===== config.mk =====
export PLATFORM = sky130hd
export DESIGN_NAME = velocity_update_ctrl
export DESIGN_NICKNAME = d
export VERILOG_FILES = /design/src/rtl/velocity_update_ctrl.sv
export SDC_FILE = /design/constraint.sdc
export NUM_CORES = 1
export LEC_CHECK = 0
export ABC_AREA = 1
export BUFFER_PORTS_ARGS = -buffer_cell sky130_fd_sc_hd__buf_2
export CORE_MARGIN = 3
export CORE_UTILIZATION = 60
export CTS_BUF_LIST = sky130_fd_sc_hd__clkbuf_4 sky130_fd_sc_hd__clkbuf_8
export CTS_CLUSTER_DIAMETER = 120
export DETAILED_ROUTE_END_ITERATION = 8
export GPL_TIMING_DRIVEN = 1
export HOLD_SLACK_MARGIN = 0.12
export PLACE_DENSITY = 0.88
export SKIP_LAST_GASP = 1
export SYNTH_ARGS = -nofsm -noshare
export SYNTH_HDL_FRONTEND = slang
export SYNTH_SLANG_ARGS = --single-unit

===== constraint.sdc =====
create_clock -name clk -period 3.7 [get_ports clk]
set_input_delay 0.74 -clock clk [delete_from_list [all_inputs] [get_ports clk]]
set_output_delay 0.74 -clock clk [all_outputs]
set_load 0.05 [all_outputs]

===== src/rtl/velocity_update_ctrl.sv =====
// Per-cell velocity update sequencer: read count, then per particle read v, add dv, write back, stream out.
// Optional build macro VELOCITY_SATURATE_EN selects saturating (vs wrapping) component adds.
module velocity_update_ctrl #(
  parameter int COMP_WIDTH   = 32,
  parameter int DATA_WIDTH   = 3*COMP_WIDTH,
  parameter int PARTICLE_NUM = 220,
  parameter int ADDR_WIDTH   = 8
) (
  input  logic                  clk,
  input  logic                  rst,
  input  logic                  start,
  output logic                  busy,
  output logic                  done,
  output logic [ADDR_WIDTH-1:0] ram_addr,
  output logic                  ram_rden,
  output logic                  ram_wren,
  output logic [DATA_WIDTH-1:0] ram_wdata,
  input  logic [DATA_WIDTH-1:0] ram_q,
  input  logic                  dv_valid,
  output logic                  dv_ready,
  input  logic [DATA_WIDTH-1:0] dv_data,
  output logic                  out_valid,
  input  logic                  out_ready,
  output logic [DATA_WIDTH-1:0] out_vel,
  output logic [ADDR_WIDTH-1:0] out_pid
);

  localparam logic [ADDR_WIDTH-1:0] CNT_MAX = ADDR_WIDTH'(PARTICLE_NUM-1);

  typedef enum logic [3:0] {
    IDLE, RD_CNT, LAT_CNT, RD_VEL, LAT_VEL, WAIT_DV, WRITE, OUT, DONE
  } state_e;

  state_e                  state_q;
  logic [ADDR_WIDTH-1:0]   idx_q, cnt_q, cnt_d, idx_d, addr_q, pid_q;
  logic [DATA_WIDTH-1:0]   v_q, sum_q, sum_d;
  logic                    rden_q, wren_q, dv_ready_q, out_valid_q, busy_q, done_q;

  function automatic logic [COMP_WIDTH-1:0] add_comp(input logic signed [COMP_WIDTH-1:0] a,
                                                     input logic signed [COMP_WIDTH-1:0] b);
`ifdef VELOCITY_SATURATE_EN
    logic signed [COMP_WIDTH:0] s;
    s = {a[COMP_WIDTH-1], a} + {b[COMP_WIDTH-1], b};
    // Sign bits disagreeing means the true sum left the representable range.
    if (s[COMP_WIDTH] != s[COMP_WIDTH-1])
      add_comp = s[COMP_WIDTH] ? {1'b1, {(COMP_WIDTH-1){1'b0}}} : {1'b0, {(COMP_WIDTH-1){1'b1}}};
    else
      add_comp = s[COMP_WIDTH-1:0];
`else
    add_comp = a + b;
`endif
  endfunction

  always_comb begin
    sum_d = '0;
    for (int c = 0; c < 3; c++)
      sum_d[c*COMP_WIDTH +: COMP_WIDTH] = add_comp(v_q[c*COMP_WIDTH +: COMP_WIDTH],
                                                   dv_data[c*COMP_WIDTH +: COMP_WIDTH]);
    cnt_d = ram_q[ADDR_WIDTH-1:0];
    if (cnt_d > CNT_MAX) cnt_d = CNT_MAX;
    idx_d = idx_q + ADDR_WIDTH'(1);
  end

  always_ff @(posedge clk) begin
    if (rst) begin
      state_q     <= IDLE;
      idx_q       <= '0;
      cnt_q       <= '0;
      addr_q      <= '0;
      pid_q       <= '0;
      v_q         <= '0;
      sum_q       <= '0;
      rden_q      <= 1'b0;
      wren_q      <= 1'b0;
      dv_ready_q  <= 1'b0;
      out_valid_q <= 1'b0;
      busy_q      <= 1'b0;
      done_q      <= 1'b0;
    end else begin
      // Strobes and address default low so addr is 0 whenever no RAM access is issued.
      done_q <= 1'b0;
      rden_q <= 1'b0;
      wren_q <= 1'b0;
      addr_q <= '0;
      case (state_q)
        IDLE: begin
          if (start) begin
            state_q <= RD_CNT;
            busy_q  <= 1'b1;
            rden_q  <= 1'b1;
          end
        end
        RD_CNT: state_q <= LAT_CNT;
        LAT_CNT: begin
          cnt_q <= cnt_d;
          idx_q <= ADDR_WIDTH'(1);
          if (cnt_d == '0) begin
            state_q <= DONE;
            done_q  <= 1'b1;
          end else begin
            state_q <= RD_VEL;
            rden_q  <= 1'b1;
            addr_q  <= ADDR_WIDTH'(1);
          end
        end
        RD_VEL: state_q <= LAT_VEL;
        LAT_VEL: begin
          v_q        <= ram_q;
          state_q    <= WAIT_DV;
          dv_ready_q <= 1'b1;
        end
        WAIT_DV: begin
          if (dv_valid) begin
            sum_q       <= sum_d;
            dv_ready_q  <= 1'b0;
            state_q     <= WRITE;
            wren_q      <= 1'b1;
            addr_q      <= idx_q;
            out_valid_q <= 1'b1;
            pid_q       <= idx_q;
          end
        end
        WRITE, OUT: begin
          if (out_ready) begin
            out_valid_q <= 1'b0;
            if (idx_q == cnt_q) begin
              state_q <= DONE;
              done_q  <= 1'b1;
            end else begin
              idx_q   <= idx_d;
              state_q <= RD_VEL;
              rden_q  <= 1'b1;
              addr_q  <= idx_d;
            end
          end else begin
            state_q <= OUT;
          end
        end
        DONE: begin
          busy_q  <= 1'b0;
          state_q <= IDLE;
        end
        default: state_q <= IDLE;
      endcase
    end
  end

  assign busy      = busy_q;
  assign done      = done_q;
  assign ram_addr  = addr_q;
  assign ram_rden  = rden_q;
  assign ram_wren  = wren_q;
  assign ram_wdata = sum_q;
  assign dv_ready  = dv_ready_q;
  assign out_valid = out_valid_q;
  assign out_vel   = sum_q;
  assign out_pid   = pid_q;

endmodule


## Yosys cells after proc, flatten, opt, wreduce, memory -nomap -nowiden

Index checks and enable logic that the tools add are counted.

| storage, ports and cells | value |
|---|---|
| bits in read-only memories | 0 |
| input bits | 197 |
| memories kept | 0 |
| register bits after elaboration | 234 |
| latch bits | 0 |
| word-level logic and storage cells | 78 |
| bits in writable memories | 0 |

| cells by class | value |
|---|---|
| eq/ne operators | 13 |
| multiply operators | 0 |
| order comparisons | 1 |
| reduce and logical (&&, ||, !) cells | 14 |
| muxes and demuxes | 32 |
| shift operators | 0 |
| divide/modulo/power cells | 0 |
| add/subtract/negate cells | 4 |
| bitwise gates (word level) | 1 |

Operators by type and width:

| cell | count |
|---|---|
| 32-bit adder | 3 |
| 8-bit two-way mux | 6 |
| 4-bit case mux with 7 select lines | 1 |
| 8-bit case mux with 3 select lines | 1 |
| 4-bit two-way mux | 5 |
| 4-bit by 3-bit equality test with 1-bit output, second input constant | 4 |
| 8-bit case mux with 2 select lines | 1 |
| 1-bit two-way mux | 13 |
| 8-bit by 1-bit adder with 8-bit output, second input constant | 1 |
| 4-bit by 2-bit equality test with 1-bit output, second input constant | 2 |
| 8-bit equality test | 1 |
| 8-bit greater-than comparator, second input constant | 1 |
| 8-bit logical NOT | 1 |
| 2-bit inequality test, second input constant | 4 |
| 1-bit case mux with 2 select lines | 4 |
| 2-bit AND reduction | 4 |
| 2-bit nonzero test | 4 |
| 3-bit AND reduction | 2 |
| 4-bit by 1-bit equality test with 1-bit output, second input constant | 1 |
| 4-bit equality test, second input constant | 1 |
| 4-bit logical NOT | 1 |
| 2-bit OR reduction | 2 |
| 1-bit case mux with 3 select lines | 1 |
| 1-bit NOT | 1 |

## Longest topological paths before layout

Gate-level depths: netlist (run 1).

| logic depth | value |
|---|---|
| depth in word-level cells | 5 |
| gate-level depth with buffers | 14 |
| gate-level depth less buffers | 14 |

## Worst setup path before layout (run 1)

No wires, ideal clock.

| timing path | value |
|---|---|
| path kind | input to register |
| start | input dv_data[32] |
| end | register sum_q[56], in the netlist out_vel[56] |
| data arrival time | 2.157 ns |
| slack | 1.434 ns |
| required time | 3.591 ns |
| cell stages on the path | 14 |
| library setup time | 0.109 ns |
| path through | ha_1 fa_1 nand3_1 nand3_1 nand2_1 nand2_1 nand2_1 nand2_1 nand2_1 nand2_1 nand2_1 nand3_1 nand2_1 inv_1 |

| between the ends | value |
|---|---|
| cells in the longest elaborated chain, start to end | 1 |

RTL lines:

| what | line | RTL |
|---|---|---|
| start: declaration | 21 | `input logic [DATA_WIDTH-1:0] dv_data,` |
| 32-bit adder | 50 | `add_comp = a + b;` |
| end signal: assignment | 114 | `sum_q <= sum_d;` |
| end: declaration | 36 | `logic [DATA_WIDTH-1:0] v_q, sum_q, sum_d;` |

Every way passes these cells.
A chain may end at the register's enable or synchronous reset.

## Final worst setup path (run 1)

| timing path | value |
|---|---|
| start | register state_q[0] |
| end | register v_q[67] |

| between the ends | value |
|---|---|
| cells in the longest elaborated chain, start to end | 1 |

RTL lines:

| what | line | RTL |
|---|---|---|
| start: declaration | 34 | `state_e state_q;` |
| start signal: assignment | 66 | `state_q <= IDLE;` |
| start signal: assignment | 88 | `state_q <= RD_CNT;` |
| start signal: assignment | 93 | `RD_CNT: state_q <= LAT_CNT;` |
| 4-bit by 3-bit equality test with 1-bit output | 85 | `case (state_q)` |
| end signal: assignment | 108 | `v_q <= ram_q;` |
| end: declaration | 36 |  |

Every way passes these cells.

==> flow_metrics.tcl, run 1 <==
set metrics [dict create \
    synth_compound_area_share_pct 12.5 \
    drv_slew 0 \
    grt_pass1_wl_um 79700 \
    drive_gt1_share_pct 16.8 \
    clock_skew_ns 0.0250 \
    avgSynthCellArea_um2 6.12 \
    crit_type "flop to flop" \
    p_int_mw 4.50 \
    whs_endpoint "v_q[25]" \
    p_leak_nw 11.5 \
    syn_area_um2 16500 \
    yosys.area_share.simple_pct 32.0 \
    hold_depth 3 \
    first_pass_iters 8 \
    die_w_um 172 \
    cp-start-kind "flop" \
    ys_seq_area_share_pct 28.4 \
    swShare_pct 29.7 \
    clockBufferDepth 3 \
    p_seq_share_pct 41.2 \
    hold_class "input pin to flop" \
    routed_wl_um 51700 \
    path_max_fanout 47 \
    ant_nets 0 \
    async_flop_share_pct 0 \
    grt_usage_pct 33.3 \
    worstSetupEndpointType "flop" \
    p_total_mw 6.40 \
    die_h_um 172 \
    wire_per_inst_um 15.4 \
    tightest_slew_ns 0.948 \
    hold_start "ram_q[25]" \
    core-area_um2 27000 \
    critPathArrivalTime_ns 2.66 \
    postPlaceCellArea_um2 18000 \
    vias 17800 \
    timing.final.crit_share_pct 60.3 \
    status "completed" \
    yosysWarnings 0 \
    area_growth_pct 14.7 \
    fillers 2406 \
    hold_ws_ns 0.403 \
    grt_pass1_vias 16400 \
    grt_max_degree 101 \
    die-area_um2 29500 \
    synth_edf_count 0 \
    antenna_found_initial 1 \
    fin_tns_setup_ns 0 \
    hold_viol_final 0 \
    floorplan.initialDensity_pct 61.2 \
    cts.clk_slew.worst_paths_ns 0.07 \
    powerDensity_nw_per_um2 338 \
    clock_sinks 234 \
    rsz0062_at_grt "no" \
    mostFrequentLayoutCells "787 x nand2_1, 456 x inv_1, 410 x buf_2, 328 x nor2_1, 234 x dfxtp_1" \
    cts_tree "done" \
    grt-ovfl-total 0 \
    r2r_start "state_q[0]" \
    h-tree-depth 2 \
    synth-xor-area-share_pct 2.44 \
    num_io_pins 411 \
    synth_top_family_by_area "simple AND/OR/NAND/NOR gates" \
    portBuffers 410 \
    synth_fa_ha_area_share_pct 7.50 \
    synth_cell_types 39 \
    synth_mux_area_share_pct 0 \
    gp_congestion 0.994 \
    cts-root-buf "clkbuf_8" \
    ff2ff_path_depth 7 \
    cap_violations 0 \
    drcViolationCount 0 \
    viasPerCell 5.29 \
    max_freq_ghz 0.448 \
    clk_latency_ns 0.56 \
    p_switching_mw 1.90 \
    design_area_um2 18900 \
    min_period_ns 2.23 \
    ctsResizeCount 0 \
    r2r_end "v_q[67]" \
    rows 60 \
    ff2ff_setup_slack_ns 1.47 \
    layout_commonest_cell "nand2_1" \
    ys_ff_latch 234 \
    cts_hold_buffers 0 \
    post-cts-setup-buffers 0 \
    finish.utilization_pct 70.2 \
    hpwl_um 40000 \
    relSlewSlack_pct 36.8 \
    worst_ep_required_time_ns 4.13 \
    drtIter0Drc 1430 \
    cts_buffers 41 \
    comb_power_share_pct 17.1 \
    final_nets 3282 \
    peakVddDrop_mv 0.362 \
    syn_inst 2693 \
    pwr-share-clk_pct 41.7 \
    synth_ff_type "dfxtp_1" \
    synth_nets 2987 \
    finalSetupViolCount 0 \
]
## synthesized netlist by cell type, types with 3 or more instances
master	number	area, um^2
xor2_1	35	307
buf_6	5	56.3
and2_1	12	75.1
nand2_1	787	2950
fa_1	3	60.1
buf_2	33	165
nor3_1	23	115
o21ai_0	154	771
buf_4	100	751
nor2_1	329	1230
inv_1	458	1720
nand3_1	138	691
a21oi_1	115	576
a21o_1	6	45.0
clkbuf_1	29	109
a31oi_1	6	37.5
o21bai_1	32	240
dfxtp_1	234	4680
nand4_1	17	106
ha_1	94	1180
o221ai_1	5	43.8
o21a_1	41	308
and3_1	3	18.8
inv_2	5	18.8
xnor2_1	11	96.3
## cells by family after synthesis
| group | after synthesis |
|---|---|
| adder cells (fa/ha/maj) | 97 |
| AO/OA/AOI/OAI | 365 |
| buffers and inverters | 631 |
| XOR/XNOR | 46 |
| flip-flops | 234 |
| AND/OR/NAND/NOR | 1320 |
## through the flow
stage / instances / setup WS (ns)
6_report: 3356 / 1.47
2_1_floorplan: 2693 / 1.43
3_3_place_gp: 3286 / 1.11
3_5_place_dp: 3286 / 1.02
5_1_grt: 3356 / 1.31
4_1_cts: 3355 / 1.48
## critical path, stage by stage, from the launching register on
cell	delay (ns)
dfxtp_1	0.36
nor2_1	0.22
inv_2	0.10
nor2_4	0.13
clkinv_2	0.50
buf_4	0.51
nor2_1	0.19
nor2_1	0.06
## power by group through the flow
| stage | logic (mW) | registers (mW) | clock network, mW |
|---|---|---|---|
| 2_1_floorplan | 0.698 | 2.72 | 0 |
| 3_3_place_gp | 1.06 | 2.69 | 0 |
| 3_5_place_dp | 1.08 | 2.69 | 0 |
| 4_1_cts | 1.08 | 2.64 | 2.70 |
| 5_1_grt | 1.22 | 2.64 | 2.82 |
| 6_report | 1.10 | 2.64 | 2.67 |
## state kept, by name (all words and copies together), names as in the netlist
register   cells
busy           1
cnt_q          8
done           1
dv_ready       1
idx_q          8
out_pid        8
out_valid      1
out_vel       96
ram_addr       8
ram_rden       1
ram_wren       1
state_q        4
v_q           96
## worst max path at each step
stage                startpoint          end  slack (ns)  depth (start not counted)
floorplan           dv_data[32]  out_vel[56]        1.43                         14
global placement     dv_data[0]  out_vel[16]        1.11                         13
detailed placement   dv_data[0]  out_vel[24]        1.02                         13
CTS                  state_q[0]      v_q[67]        1.48                          7
global route         state_q[0]      v_q[84]        1.31                          7
finish               state_q[0]      v_q[67]        1.47                          7
## cell type report
cell class	instances	area, um^2	area share [%]
Tap cell	341	427	2.26
Inverter	464	1750	9.24
Sequential cell	234	4680	24.8
Clock buffer	59	774	4.10
Multi-Input combinational cell	1828	8990	47.5
Antenna cell	1	2.50	0.0132
Clock inverter	10	128	0.675
Timing Repair Buffer	419	2160	11.4
## layer usage
metal | share of wire (%) | global-route usage (%)
met3 | 7.7 | 5.49
met4 | 4.7 | 15.6
met5 | 0 | 0
met1 | 40 | 39.9
met2 | 47 | 58.3
No activity file was read; power rests on OpenSTA's default activity.
==> run 2: changes to the inputs <==
--- a/config.mk
+++ b/config.mk
@@ -8,13 +8,13 @@
 export ABC_AREA = 1
 export BUFFER_PORTS_ARGS = -buffer_cell sky130_fd_sc_hd__buf_2
 export CORE_MARGIN = 3
-export CORE_UTILIZATION = 60
+export CORE_UTILIZATION = 51
 export CTS_BUF_LIST = sky130_fd_sc_hd__clkbuf_4 sky130_fd_sc_hd__clkbuf_8
 export CTS_CLUSTER_DIAMETER = 120
 export DETAILED_ROUTE_END_ITERATION = 8
 export GPL_TIMING_DRIVEN = 1
 export HOLD_SLACK_MARGIN = 0.12
-export PLACE_DENSITY = 0.88
+export PLACE_DENSITY = 0.8
 export SKIP_LAST_GASP = 1
 export SYNTH_ARGS = -nofsm -noshare
 export SYNTH_HDL_FRONTEND = slang
==> constraint.sdc (replaced) <==
create_clock -name clk -period 1.8 [get_ports clk]
set_input_delay 0.36 -clock clk [delete_from_list [all_inputs] [get_ports clk]]
set_output_delay 0.36 -clock clk [all_outputs]
set_load 0.05 [all_outputs]
==> run 2 against run 1 <==
Effect of this change:
- combinational power grew to 3.2 times the previous value
- worst hold slack worse by 0.22 ns
- power up 130%
- final area increased by 27%
- clock skew increased by 0.0066 ns
- critical path depth up 5
- critical endpoint is now out_vel[54]
- core utilization is 5.7 points higher
- via count rose by 12%
- largest cell class unchanged
- highest routed layer unchanged
- first-iteration DRC count is 20% higher
- clock power grew 120%
- non-clock buffer count up 326
- the run now ends with setup timing left
==> flow_metrics.tcl, run 2 (same netlist as run 1, synthesis figures left out) <==
set metrics [dict create \
    whs_endpoint "state_q[0]" \
    first_pass_iters 5 \
    worst_ep_required_time_ns 2.29 \
    hold_class "input pin to flop" \
    core-area_um2 31700 \
    clk_latency_ns 0.60 \
    h-tree-depth 2 \
    grt-ovfl-total 0 \
    rsz0062_at_grt "yes" \
    viasPerCell 5.31 \
    routed_wl_um 63800 \
    ff_latch_area_um2 4750 \
    max_freq_ghz 0.534 \
    cp-start-kind "flop" \
    ff2ff_path_depth 12 \
    drcViolationCount 0 \
    vias 19900 \
    r2r_start "v_q[40]" \
    antenna_found_initial 0 \
    grt_max_degree 94 \
    crit_type "flop to flop" \
    gp_congestion 1.02 \
    cts_buffers 42 \
    num_antenna_cells 0 \
    portBuffers 410 \
    drive_gt1_share_pct 34.6 \
    hpwl_um 41800 \
    status "finished, violations left" \
    final_nets 3609 \
    hold_start "dv_valid" \
    p_total_mw 14.8 \
    fillers 2286 \
    cap_violations 0 \
    area_growth_pct 45.9 \
    powerDensity_nw_per_um2 615 \
    post-place-ws_ns -0.316 \
    relSlewSlack_pct 62.8 \
    timing.final.crit_share_pct 104 \
    tightest_slew_ns 0.557 \
    p_leak_nw 13.3 \
    num_io_pins 411 \
    clock_skew_ns 0.0316 \
    r2r_end "out_vel[54]" \
    drv_slew 0 \
    wire_per_inst_um 17.0 \
    floorplan.initialDensity_pct 52.0 \
    fin_ws_ns -0.0725 \
    ant_nets 0 \
    hold_depth 4 \
    multiInputGateArea_um2 11100 \
    die_h_um 186 \
    layout_commonest_cell "nand2_1" \
    die_w_um 186 \
    die-area_um2 34500 \
    peakVddDrop_mv 0.511 \
    mostFrequentLayoutCells "659 x nand2_1, 439 x inv_1, 410 x buf_2, 278 x nor2_1, 221 x buf_4" \
    cts-root-buf "clkbuf_8" \
    path_max_fanout 4 \
    finalSetupViolCount 7 \
    grt_pass1_vias 18200 \
    cts_tree "done" \
    clock_sinks 234 \
    drtIter0Drc 1714 \
    ff2ff_setup_slack_ns -0.07 \
    hold_viol_final 0 \
    clockBufferDepth 3 \
    cts.clk_slew.worst_paths_ns 0.07 \
    critPathArrivalTime_ns 2.36 \
    grt_pass1_wl_um 90200 \
    min_period_ns 1.87 \
    design_area_um2 24100 \
    postPlaceCellArea_um2 19700 \
    rows 65 \
    violations "setup timing" \
    grt_usage_pct 32.1 \
    worstSetupEndpointType "flop" \
]
## run 2: cell count changes in the layout (fill, tap and decap cells not counted), sizes merged
cell | previous run | this run
buf | 419 | 645
dlygate4sd3 | 0 | 98
clkinv | 7 | 10
clkbuf | 59 | 61
clkinvlp | 1 | 3
bufinv | 3 | 4
diode | 1 | 0
## run 2: per-stage QoR
step | setup TNS (ns) | instances | utilization (%) | hold slack, ns
6_report | -0.227 | 3748 | 75.8 | 0.182
3_5_place_dp | -14.22 | 3547 | 62.1 | 0.457
3_3_place_gp | -12.13 | 3547 | 62.1 | 0.446
4_1_cts | -0.0828 | 3726 | 69.9 | 0.122
2_1_floorplan | 0 | 2693 | - | 0.458
5_1_grt | -2.74 | 3748 | 75.8 | 0.190
## run 2: final cells by class
cell class | count | area share, %
Sequential cell | 234 | 19.7
Clock buffer | 59 | 3.22
Inverter | 464 | 7.31
Clock inverter | 16 | 0.796
Multi-Input combinational cell | 1828 | 46.1
Timing Repair Buffer | 745 | 20.8
Tap cell | 402 | 2.09
## run 2: power breakdown
| group | total, mW | switching [mW] | leakage, nW | internal (mW) |
|---|---|---|---|---|
| Clock | 5.86 | 2.49 | 0.501 | 3.37 |
| Combinational | 3.48 | 1.93 | 10.9 | 1.55 |
| Sequential | 5.47 | 0.139 | 1.91 | 5.33 |
| Total | 14.8 | 4.56 | 13.3 | 10.2 |
## run 2: worst max path at each step
stage / endpoint / slack (ns) / start
2_1_floorplan: out_vel[56] / 0.01 / dv_data[32]
3_3_place_gp: out_vel[27] / -0.30 / dv_data[18]
3_5_place_dp: out_vel[54] / -0.32 / dv_data[32]
4_1_cts: out_vel[48] / -0.02 / v_q[32]
5_1_grt: out_vel[54] / -0.15 / v_q[40]
6_report: out_vel[54] / -0.07 / v_q[40]
## run 2: what timing repair did
action / CTS / global route
gates resized for setup: 96 / 386
buffers inserted: 6 / 20
gates cloned: 0 / 2
endpoints found under the setup margin: 45 / 114
hold buffers: 98 / 0
hold endpoints to repair: 106 / 0
pin swaps: 11 / 91
## run 2: per-layer routing
| layer | vias to the layer above | GRT usage [%] | share of wire, % |
|---|---|---|---|
| met5 | - | 0 | 0 |
| met1 | 9107 | 38.7 | 38 |
| met4 | 0 | 13.0 | 5.3 |
| met3 | 276 | 5.59 | 7.8 |
| met2 | 1048 | 56.6 | 49 |
| li1 | 9473 | - | - |
## run 2: critical path, stage by stage, from the launching register on
cell and delay, ns:
dfxtp_1 0.36, ha_4 0.32, nand2_2 0.08, nor2_2 0.16, inv_1 0.11, nor2_2 0.18
nand2_4 0.09, nand2_4 0.09, nand2_2 0.06, nand3_1 0.09, nand3_2 0.12, nand2_2 0.08
inv_1 0.04
==> run 3: changes to the inputs <==
--- a/config.mk
+++ b/config.mk
@@ -8,14 +8,13 @@
 export ABC_AREA = 1
 export BUFFER_PORTS_ARGS = -buffer_cell sky130_fd_sc_hd__buf_2
 export CORE_MARGIN = 3
-export CORE_UTILIZATION = 51
-export CTS_BUF_LIST = sky130_fd_sc_hd__clkbuf_4 sky130_fd_sc_hd__clkbuf_8
+export CORE_UTILIZATION = 50
 export CTS_CLUSTER_DIAMETER = 120
 export DETAILED_ROUTE_END_ITERATION = 8
 export GPL_TIMING_DRIVEN = 1
 export HOLD_SLACK_MARGIN = 0.12
-export PLACE_DENSITY = 0.8
-export SKIP_LAST_GASP = 1
+export PLACE_DENSITY = 0.79
+export RECOVER_POWER = 50
 export SYNTH_ARGS = -nofsm -noshare
 export SYNTH_HDL_FRONTEND = slang
 export SYNTH_SLANG_ARGS = --single-unit
==> run 3 against run 2 <==
Effect of this change:
- the flow still finishes with violations (setup timing)
- critical path depth grew 2
- worst setup slack got worse by 0.0037 ns
- non-clock buffer count rose by 10
- core utilization is 0.13 points higher
- largest cell class unchanged
==> flow_metrics.tcl, run 3 (same netlist as run 1, synthesis figures left out) <==
set metrics [dict create \
    status "finished, violations left" \
    violations "setup timing" \
    vias 19700 \
    clock_sinks 234 \
    num_io_pins 411 \
    slowest_stage "fa_2" \
    hpwl_um 42700 \
    clockBufferDepth 3 \
    worstSetupEndpointType "flop" \
    critPathArrivalTime_ns 2.34 \
    dpl.cell_count 3593 \
    rsz0062_at_grt "yes" \
    powerDensity_nw_per_um2 638 \
    fin_cells 3769 \
    grt_usage_pct 31.9 \
    met3WireLength_um 4510 \
    die_h_um 188 \
    clk_latency_ns 0.57 \
    tightest_slew_ns 0.539 \
    portBuffers 410 \
    grt-ovfl-total 0 \
    ant_nets 0 \
    path_max_fanout 4 \
    hold_start "ram_q[3]" \
    cts.clk_slew.worst_paths_ns 0.07 \
    peakVddDrop_mv 0.780 \
    min_period_ns 1.88 \
    finish.utilization_pct 76.0 \
    viasPerCell 5.24 \
    cts_buffers 28 \
    antenna_found_initial 1 \
    fin_tns_setup_ns -0.572 \
    worst_ep_required_time_ns 2.26 \
    rows 65 \
    floorplan.initialDensity_pct 51.5 \
    top_layer "met4" \
    drv_slew 0 \
    area_growth_pct 47.6 \
    drive_gt1_share_pct 34.8 \
    wire_per_inst_um 17.1 \
    crit_path_start "v_q[64]" \
    gp_congestion 0.965 \
    cp-start-kind "flop" \
    first_pass_iters 6 \
    core-area_um2 32000 \
    met2_length_um 31500 \
    p_leak_nw 13.4 \
    grt_pass1_wl_um 93000 \
    grt_pass1_vias 18300 \
    die_w_um 188 \
    hold_class "input pin to flop" \
    clock_skew_ns 0.0165 \
    max_freq_ghz 0.533 \
    hold_viol_final 0 \
    drcViolationCount 0 \
    drtIter0Drc 1573 \
    cap_violations 0 \
    timing.final.crit_share_pct 104 \
    cts_tree "done" \
    mostFrequentLayoutCells "651 x nand2_1, 440 x inv_1, 283 x nor2_1, 272 x buf_2, 224 x buf_4" \
    fin_ws_ns -0.0762 \
    r2r_start "v_q[64]" \
    grt_max_degree 91 \
    crit_type "flop to flop" \
    met1_length_um 25100 \
    layout_commonest_cell "nand2_1" \
    h-tree-depth 1 \
    cpPeakStageDelay_ns 0.38 \
    cts-root-buf "clkbuf_16" \
    die-area_um2 35200 \
    final_nets 3605 \
    routed_wl_um 64500 \
    relSlewSlack_pct 64.1 \
    path_cells "ha_4, fa_2, nand2_2, nand2_2, nand3_2, nand2_4, nand2_4, nand2_4, nand2_2, nand2_1, nand2_1, nand3_2, nand2_1, inv_1" \
    finalSetupViolCount 17 \
]
[run 3: cell types whose count changed in the layout (fill, tap and decap cells not counted), moves of 6 or more]
| cell | before | now |
|---|---|---|
| clkbuf_16 | 2 | 31 |
| nand2_1 | 659 | 651 |
| clkbuf_2 | 0 | 139 |
| nand2_2 | 112 | 118 |
| dfxtp_1 | 184 | 171 |
| dfxtp_2 | 49 | 60 |
| clkbuf_8 | 53 | 6 |
| buf_6 | 4 | 11 |
| buf_2 | 410 | 272 |
[run 3: per-layer routing]
| layer | vias up | global-route usage [%] |
|---|---|---|
| met3 | 225 | 4.75 |
| li1 | 9474 | - |
| met2 | 953 | 56.3 |
| met5 | - | 0 |
| met4 | 0 | 12.4 |
| met1 | 9082 | 39.2 |
[run 3: area by class of cell]
class                           instances  area (um^2)
Multi-Input combinational cell       1828        11100
Fill cell                            2274         7700
Timing Repair Buffer                  755         5070
Sequential cell                       234         4770
Inverter                              464         1750
Clock buffer                           38          820
Tap cell                              435          544
Clock inverter                         14          236
Antenna cell                            1         2.50
[run 3: path summary, 6_finish.rpt]
kind	to	slack, ns	cells after the start
max	out_vel[94]	-0.08	14
min	v_q[3]	0.15	3
max reg2reg	out_vel[94]	-0.08	14
min reg2reg	busy	0.46	2
[run 3: what timing repair did]
item	in CTS	in global routing
hold buffers	96	0
endpoints found under the hold margin	102	0
resized for setup	106	413
setup endpoints to repair	46	100
cloned	0	2
setup buffers	7	20
pin swaps	17	104
[run 3: critical path: cells and delay by family, from the launching register on]
family | cells | cell delay, ns
buffers and inverters | 1 | 0.04
AND/OR/NAND/NOR | 11 | 0.82
adder cells (fa/ha/maj) | 2 | 0.54
flip-flops | 1 | 0.36
[run 3: report_power, final]
part / total, mW / switching, mW / internal, mW
clock network: 6.54 / 2.48 / 4.05
registers: 5.46 / 0.133 / 5.33
logic: 3.53 / 1.96 / 1.57
[run 3: stage by stage]
stage               area [um^2]  total power [mW]  worst slack [ns]  hold WS [ns]
floorplan                 16500              7.02            0.0102         0.458
finish                    24300              15.5           -0.0762         0.146
global placement          19800              8.17            -0.318         0.448
detailed placement        19800              8.21            -0.352         0.452
global route              24300              16.1            -0.174         0.162
CTS                       22500              15.0           -0.0465         0.121
